`config.mk`:
```
export PLATFORM = sky130hd
export DESIGN_NAME = sort4_stream
export DESIGN_NICKNAME = d
export VERILOG_FILES = /design/src/rtl/sort4_stream_pkg.sv /design/src/rtl/sort4.sv /design/src/rtl/sort4_stream.sv
export SDC_FILE = /design/constraint.sdc
export NUM_CORES = 1
export LEC_CHECK = 0
export BUFFER_PORTS_ARGS = -buffer_cell sky130_fd_sc_hd__buf_2
export CAP_MARGIN = 20
export CELL_PAD_IN_SITES_DETAIL_PLACEMENT = 0
export CELL_PAD_IN_SITES_GLOBAL_PLACEMENT = 1
export CORE_AREA = 2 2 87 89
export CTS_BUF_LIST = sky130_fd_sc_hd__clkbuf_8
export CTS_CLUSTER_SIZE = 28
export DETAILED_ROUTE_END_ITERATION = 6
export DIE_AREA = 0 0 89 91
export PLACE_DENSITY_LB_ADDON = 0.1
export SLEW_MARGIN = 40
export SYNTH_ARGS = -nofsm -noshare
export SYNTH_HDL_FRONTEND = slang
export SYNTH_SLANG_ARGS = --single-unit
```
`constraint.sdc`:
```
create_clock -name clk -period 4.95 [get_ports clk]
set_input_delay 0.2475 -clock clk [delete_from_list [all_inputs] [get_ports clk]]
set_output_delay 0.2475 -clock clk [all_outputs]
set_load 0.01 [all_outputs]
```
`src/rtl/sort4_stream_pkg.sv`:
```
// Shared constants and state encoding for the sort4 streaming wrapper.
package sort4_stream_pkg;

  localparam int unsigned DW        = 4;
  localparam int unsigned FRAME_LEN = 4;

  // 2'd3 is unused and recovers to FILL.
  typedef enum logic [1:0] {
    FILL  = 2'd0,
    SORT  = 2'd1,
    DRAIN = 2'd2
  } state_t;

endpackage

```
`src/rtl/sort4.sv`:
```
// Combinational 4-input sorting network; ra..rd ascending (ra smallest).
module sort4
  import sort4_stream_pkg::*;
(
  input  logic [DW-1:0] a,
  input  logic [DW-1:0] b,
  input  logic [DW-1:0] c,
  input  logic [DW-1:0] d,
  output logic [DW-1:0] ra,
  output logic [DW-1:0] rb,
  output logic [DW-1:0] rc,
  output logic [DW-1:0] rd
);

  logic [DW-1:0] l1, h1, l2, h2, m1, m2;

  always_comb begin
    l1 = (a < b) ? a : b;
    h1 = (a < b) ? b : a;
    l2 = (c < d) ? c : d;
    h2 = (c < d) ? d : c;
    ra = (l1 < l2) ? l1 : l2;
    m1 = (l1 < l2) ? l2 : l1;
    rd = (h1 < h2) ? h2 : h1;
    m2 = (h1 < h2) ? h1 : h2;
    rb = (m1 < m2) ? m1 : m2;
    rc = (m1 < m2) ? m2 : m1;
  end

endmodule

```
`src/rtl/sort4_stream.sv`:
```
// Gathers four serial nibbles, sorts them through sort4 and re-emits the
// sorted frame serially; one frame in flight at a time.
module sort4_stream
  import sort4_stream_pkg::*;
#(
  parameter bit          DESCEND = 1'b0,
  parameter int unsigned CNT_W   = 8
) (
  input  logic             clk,
  input  logic             rst_n,
  input  logic [DW-1:0]    in_data,
  input  logic             in_valid,
  output logic             in_ready,
  output logic [DW-1:0]    out_data,
  output logic             out_valid,
  input  logic             out_ready,
  output logic             out_last,
  output logic             busy,
  output logic [CNT_W-1:0] frame_cnt
);

  state_t        state, nstate;
  logic [1:0]    idx, didx;
  logic [DW-1:0] cap [FRAME_LEN];
  logic [DW-1:0] res [FRAME_LEN];
  logic [DW-1:0] ra, rb, rc, rd;
  logic          in_xfer, out_xfer;

  sort4 u_sort4 (
    .a (cap[0]),
    .b (cap[1]),
    .c (cap[2]),
    .d (cap[3]),
    .ra(ra),
    .rb(rb),
    .rc(rc),
    .rd(rd)
  );

  assign in_xfer  = in_valid  && (state == FILL);
  assign out_xfer = out_ready && (state == DRAIN);

  always_comb begin
    nstate = FILL;
    case (state)
      FILL:    nstate = (in_xfer && idx == 2'(FRAME_LEN - 1)) ? SORT : FILL;
      SORT:    nstate = DRAIN;
      DRAIN:   nstate = (out_xfer && didx == 2'(FRAME_LEN - 1)) ? FILL : DRAIN;
      default: nstate = FILL;
    endcase
  end

  always_ff @(posedge clk or negedge rst_n) begin
    if (!rst_n) state <= FILL;
    else        state <= nstate;
  end

  always_ff @(posedge clk or negedge rst_n) begin
    if (!rst_n) begin
      idx       <= '0;
      didx      <= '0;
      frame_cnt <= '0;
      for (int unsigned i = 0; i < FRAME_LEN; i++) begin
        cap[i] <= '0;
        res[i] <= '0;
      end
    end else begin
      // Indices are 2 bits wide, so the step after 3 lands back on 0.
      if (in_xfer) begin
        cap[idx] <= in_data;
        idx      <= idx + 2'd1;
      end
      if (state == SORT) begin
        if (DESCEND) begin
          res[0] <= rd; res[1] <= rc; res[2] <= rb; res[3] <= ra;
        end else begin
          res[0] <= ra; res[1] <= rb; res[2] <= rc; res[3] <= rd;
        end
      end
      if (out_xfer) begin
        didx <= didx + 2'd1;
        if (didx == 2'(FRAME_LEN - 1)) frame_cnt <= frame_cnt + CNT_W'(1);
      end
    end
  end

  assign in_ready  = (state == FILL);
  assign out_valid = (state == DRAIN);
  assign out_last  = (state == DRAIN) && (didx == 2'(FRAME_LEN - 1));
  assign busy      = (state == SORT) || (state == DRAIN);
  assign out_data  = (state == DRAIN) ? res[didx] : '0;

endmodule
```
==> results.toml, run 1 <==
[status]
status = "finished clean"

[worst_setup_path]
r2r_start = "cap[11]$_DFFE_PN0P_"
path_max_fanout = 9
criticalPathCategory = "reg -> reg"
reg2reg_to = "res[8]$_DFFE_PN0P_"
crit_path_start_kind = "flop"
end_kind = "flop"
rrSetupSlack_ps = 540
worst_ep_arrival_time_ps = 4580
path_cells = "inv_1 > ha_1 > o31ai_1 > o21ai_0 > o21ai_1 > ha_1 > a21oi_1 > nor2_1 > nor2_1 > o21a_1 > o21a_1 > ha_1 > o21ai_0 > nand2b_1 > a21oi_2 > nor2_1 > o221ai_1 > o21ai_0"
slowest_stage = "o31ai_1"
cpPeakStageDelay_ps = 500
path_buf_inv = 1
r2r_cells = 18
cp_data_required_time_ps = 5120
path_delay_family = "compound AO/OA/AOI/OAI gates"

[run]
drv_cap = 0

[place]
place_congestion = 0.790
port_buffers = 23
dpl.hpwl_um = 5090

[clock_tree]
post_cts_buffers = 0
clk_pin_slew_ps = 90
cts_made_buffers = 5
cts_tree = "built"
clock-sinks = 46
clockBufferDepth = 2
htreeDepth = 2
clock_latency_ps = 310
root_buffer = "clkbuf_8"

[detailed_routing]
viasPerCell = 5.34
wl_met1_um = 3150
drcViolationCount = 0
wl_met3_um = 140
met2_length_um = 3050
drt_iter0_drc = 70
vias = 2234
highest_layer = "met4"
dr.pass1.iters = 4
wl_per_cell_um = 15.3
wl_um = 6410
detail-route-antenna-nets = 0

[synth]
yosys_warnings = 0
avgSynthCellArea_um2 = 10.7
ys_seq_area_share_pct = 37.0
synth_nets = 334
ys_types = 44
syn_inst = 292
netlist.area_leader.share_pct = 37.0
synth_largest_area_cell = "dfrtp_1"
synth.cell_area_um2 = 3110
ys_ff_latch = 46
synthTopCellsByArea = "dfrtp_1, ha_1, mux2_2"

[final_layout]
final_common_cell = "dfrtp_1"
fin_nets = 360
final_cell_mix = "dfrtp_1, ha_1, inv_1"
insertedDiodeCount = 0
layout-drive-gt1-share_pct = 25.1
seqCellArea_um2 = 1150
multiInputGateArea_um2 = 1830
syn_to_final_growth_pct = 11.0
post-route-util_pct = 48.4
nFillCells = 710

[grt]
gr-total-overflow = 0
track_usage_pct = 17.4
grt_pass1_vias = 2175
antenna_found_initial = 0
grt_start_max_net_pins = 47
grt_pass1_wl_um = 10900

[worst_hold_path]
holdCritStartpoint = "in_data[0]"
min_path_cells = 2
hold_end = "cap[4]$_DFFE_PN0P_"
hp-class = "in -> reg"

[sta]
setup_tns_ps = 0
setup_viol = 0
worstMarginPinSlew_ps = 596
rsz0062_at_grt = "no"
relSlewSlack_pct = 59.9
fmax_ghz = 0.227
maxSlewViolCount = 0
period_share_pct = 89.0
period_minus_slack_ps = 4410
finClkSkew_ps = 11.4
final_hold_viol_count = 0

[floorplan]
dieArea_um2 = 8100
fp-row-count = 31
core_um2 = 7140
die_w_um = 89
die_h_um = 91
ios = 24
start_util_pct = 43.6
cell families after synthesis:
family          after synthesis  share of synthesized area [%]
flops                        46                           37.0
xor+xnor                      9                           2.53
fa+ha+maj                    34                           13.7
mux                          38                           15.2
compound gates               65                           15.9
buf+inv                      35                           4.46
simple gates                 65                           11.2
worst register-to-register path, stage by stage (launching register included):
cell and delay, ps:
dfrtp_1 370, inv_1 70, ha_1 240, o31ai_1 500, o21ai_0 140, o21ai_1 260
ha_1 330, a21oi_1 190, nor2_1 60, nor2_1 290, o21a_1 420, o21a_1 180
ha_1 220, o21ai_0 150, nand2b_1 90, a21oi_2 310, nor2_1 110, o221ai_1 230
o21ai_0 120
synthesized netlist by cell type (all sizes together):
cell / number
and4: 2
xor2: 2
nand2: 15
nor2: 10
mux4: 4
a221oi: 1
o31a: 1
o21ba: 2
nand4: 3
a211oi: 3
clkbuf: 4
o21ai: 18
mux2: 29
mux2i: 5
o2111ai: 5
and3: 4
o221ai: 5
dfrtp: 46
o21bai: 2
o211ai: 12
nor2b: 2
buf: 1
or3: 1
and2: 7
inv: 30
nand2b: 2
ha: 34
o2111a: 1
o22ai: 1
nor3: 9
nand3b: 2
o21a: 6
a21oi: 7
nand3: 8
o31ai: 1
xnor2: 7
repair_timing:
action                     CTS  global route
hold endpoints to repair    46             0
gates resized for setup      0             1
hold buffers                 1             0
setup endpoints to repair    0             6
sequential cells by signal, summed over array words and instances, names as in the netlist:
register and count:
frame_cnt 8, idx 2, didx 2, state 2, cap 16, res 16
per-stage QoR:
stage | cells | setup slack, ps | area, um^2 | hold WS [ps]
5_1_grt | 418 | 99.4 | 3450 | 229
3_5_place_dp | 409 | 458 | 3330 | 301
4_1_cts | 418 | 436 | 3450 | 229
2_1_floorplan | 292 | 1150 | 3110 | -48.1
6_report | 418 | 545 | 3450 | 234
3_3_place_gp | 409 | 539 | 3320 | 457
worst max path at each step:
stage,end,start,slack [ps],cells past startpoint
after floorplan,res[8]$_DFFE_PN0P_,cap[11]$_DFFE_PN0P_,1150,20
after global placement,res[8]$_DFFE_PN0P_,cap[11]$_DFFE_PN0P_,540,19
after detailed placement,res[8]$_DFFE_PN0P_,cap[10]$_DFFE_PN0P_,460,18
after CTS,res[8]$_DFFE_PN0P_,cap[11]$_DFFE_PN0P_,440,19
after global routing,res[8]$_DFFE_PN0P_,cap[11]$_DFFE_PN0P_,100,18
final,res[8]$_DFFE_PN0P_,cap[11]$_DFFE_PN0P_,540,18
layout make-up:
cell class / count / area share (%)
multi-input combinational: 211 / 52.9
sequential: 46 / 33.3
timing repair buffer: 24 / 3.70
tap: 99 / 3.59
inverter: 30 / 3.26
clock buffer: 5 / 1.99
clock inverter: 3 / 1.27
layer usage:
layer | GRT usage, % | up-vias
met4 | 4.85 | 0
met5 | 0 | -
met3 | 3.09 | 7
met2 | 27.1 | 27
li1 | - | 1120
met1 | 24.7 | 1080
Power of run 1 is left out: the tool's default activity adds up to more than one toggle a clock period on the data nets, which glitch-free logic cannot reach.
==> run 2, diff against run 1 <==
ABC_AREA = 1   (was unset)
CORE_AREA = 2 2 85 87   (was 2 2 87 89)
DIE_AREA = 0 0 87 89   (was 0 0 89 91)
==> run 2 against run 1 <==
  * Non-clock buffer count did not move
  * Sequential cell count did not move
  * Worst hold slack improved by 38 ps
  * Clock skew fell by 2.7 ps
  * First-iteration DRC count fell by 7.1%
  * Routed wire length fell by 7.2%
  * Global-route usage fell by 0.68 points
==> results.toml, run 2 <==
[synth]
yosysMostFrequentCell = "nand2_1"
avgSynthCellArea_um2 = 7.94
ys.flop_type = "dfrtp_1"
yosys_warnings = 0
syn_inst = 373
synth_nets = 415
synthTopCellsByCount = "nand2_1, inv_1, dfrtp_1, o21ai_0, ha_1"
ys_seq_area_share_pct = 38.9
ys_async_sr_fraction_pct = 100
ys_ff_latch = 46
synthTopCellsByArea = "dfrtp_1, ha_1, nand2_1"
synth.cell_area_um2 = 2960
synth_largest_area_cell = "dfrtp_1"
netlist.area_leader.share_pct = 38.9
ys_types = 25
synth_edf_count = 0

[final_layout]
fin_nets = 440
final_common_cell = "nand2_1"
final_cell_mix = "nand2_1, inv_1, dfrtp_1"
top_regs = "cap: 16 flops, res: 16 flops, frame_cnt: 8 flops"
multiInputGateArea_um2 = 1510
layout-drive-gt1-share_pct = 12.0
post-route-util_pct = 48.0
syn_to_final_growth_pct = 9.04
nFillCells = 687
insertedDiodeCount = 0
seqCellArea_um2 = 1150

[clock_tree]
clock_latency_ps = 300
htreeDepth = 2
cts_made_buffers = 5
root_buffer = "clkbuf_8"
clk_pin_slew_ps = 90
cts_tree = "built"
post_cts_buffers = 0
clock-sinks = 46
clockBufferDepth = 2

[sta]
worstMarginPinSlew_ps = 656
rsz0062_at_grt = "no"
relSlewSlack_pct = 56.3
finClkSkew_ps = 8.67
maxSlewViolCount = 0
period_minus_slack_ps = 3660
final_hold_viol_count = 0
fmax_ghz = 0.273
setup_tns_ps = 0
period_share_pct = 73.9
setup_viol = 0

[floorplan]
dieArea_um2 = 7740
start_util_pct = 44.1
ios = 24
die_h_um = 89
die_w_um = 87
core_um2 = 6720
fp-row-count = 30

[grt]
gr-total-overflow = 0
grt_pass1_vias = 2074
gr-max-usage-layer = "met2"
grt_pass1_wl_um = 9930
antenna_found_initial = 0
grtUsageMet2_pct = 28.4
grt_start_max_net_pins = 47
met1_usage_pct = 21.7
track_usage_pct = 16.7
grtUsageMet3_pct = 3.32

[detailed_routing]
drt_iter0_drc = 65
wl_per_cell_um = 12.4
wl_um = 5940
detail-route-antenna-nets = 0
vias = 2318
viasPerCell = 4.84
drcViolationCount = 0
dr.pass1.iters = 4

[place]
dpl.hpwl_um = 4610
port_buffers = 23
place_congestion = 0.810

[worst_setup_path]
cpPeakStageDelay_ps = 500
cp_data_required_time_ps = 5190
end_kind = "flop"
criticalPathCategory = "reg -> reg"
crit_path_start_kind = "flop"
path_cells = "inv_1 > ha_1 > inv_1 > a21oi_2 > nand2_4 > o21ai_0 > inv_1 > ha_1 > inv_1 > nor2_1 > nand2_1 > nand2_1 > nand2_1 > o21ai_1 > inv_1 > ha_1 > a21oi_1 > nand2_4 > nand2_1 > nand3_1 > nand2_1"
path_max_fanout = 11
slowest_stage = "a21oi_1"
worst_ep_arrival_time_ps = 3890

[run]
drv_cap = 0

[worst_hold_path]
hp-class = "in -> reg"

[status]
status = "finished clean"
## run 2: cell count changes after synthesis, sizes merged, moves of 8 or more
cell   previous run  this run
inv              30        64
nand3             8        21
o21ai            18        45
mux2             29         1
a21oi             7        20
nand2            15       103
nor3              9         1
## run 2: logic make-up (layout without fill, tap and decap cells)
group | after synthesis | in the layout | synth area share [%]
AO/OA/AOI/OAI | 70 | 70 | 12.8
multiplexers | 1 | 1 | 0.380
buffers and inverters | 73 | 99 | 10.1
adder cells (fa/ha/maj) | 34 | 34 | 14.4
AND/OR/NAND/NOR | 140 | 140 | 20.8
flip-flops | 46 | 46 | 38.9
XOR/XNOR | 9 | 9 | 2.66
## run 2: layer usage
| layer | wire length, um | up-vias |
|---|---|---|
| met5 | 0 | - |
| met4 | 69 | 0 |
| met3 | 139 | 6 |
| met2 | 2790 | 27 |
| met1 | 2940 | 1060 |
| li1 | - | 1225 |
## run 2: final cells by class
| type | count | share of cell area [%] |
|---|---|---|
| Multi-Input combinational cell | 254 | 46.8 |
| Sequential cell | 46 | 35.7 |
| Inverter | 67 | 7.83 |
| Timing Repair Buffer | 24 | 3.95 |
| Tap cell | 80 | 3.10 |
| Clock buffer | 5 | 2.13 |
| Clock inverter | 3 | 0.543 |
## run 2: critical path: cells and delay by family (launching register included)
family,cells,cell delay [ps]
AOI/OAI and AO/OA,4,1140
adders and majority gates,3,770
buffers and inverters,5,330
DFF,1,380
and+or+nand+nor,9,970
## run 2: metrics by stage
stage               setup slack [ps]  cell area (um^2)  std cells  hold slack, ps
floorplan                       1770              2960        373           -48.1
global placement                1350              3130        470             457
detailed placement              1310              3130        470             297
CTS                             1280              3230        479             258
global route                     737              3230        479             273
finish                          1290              3230        479             271
## run 2: path summary, 6_finish.rpt
kind / startpoint / endpoint / slack (ps) / depth (start not counted)
max reg2reg: cap[11]$_DFFE_PN0P_ / res[9]$_DFFE_PN0P_ / 1290 / 21
max in group asynchronous: rst_n / cap[15]$_DFFE_PN0P_ / 4060 / 2
min in group asynchronous: rst_n / frame_cnt[2]$_DFFE_PN0P_ / 480 / 2
min reg2reg: frame_cnt[7]$_DFFE_PN0P_ / frame_cnt[7]$_DFFE_PN0P_ / 480 / 1
min: in_valid / idx[0]$_DFFE_PN0P_ / 270 / 3
max: cap[11]$_DFFE_PN0P_ / res[9]$_DFFE_PN0P_ / 1290 / 21
## run 2: what timing repair did
item | 4_1_cts | 5_1_grt
hold endpoints to repair | 46 | 0
hold buffers | 1 | 0
endpoints found under the setup margin | 0 | 0
gates resized for setup | 0 | 0
Power of run 2 is left out for the same reason.
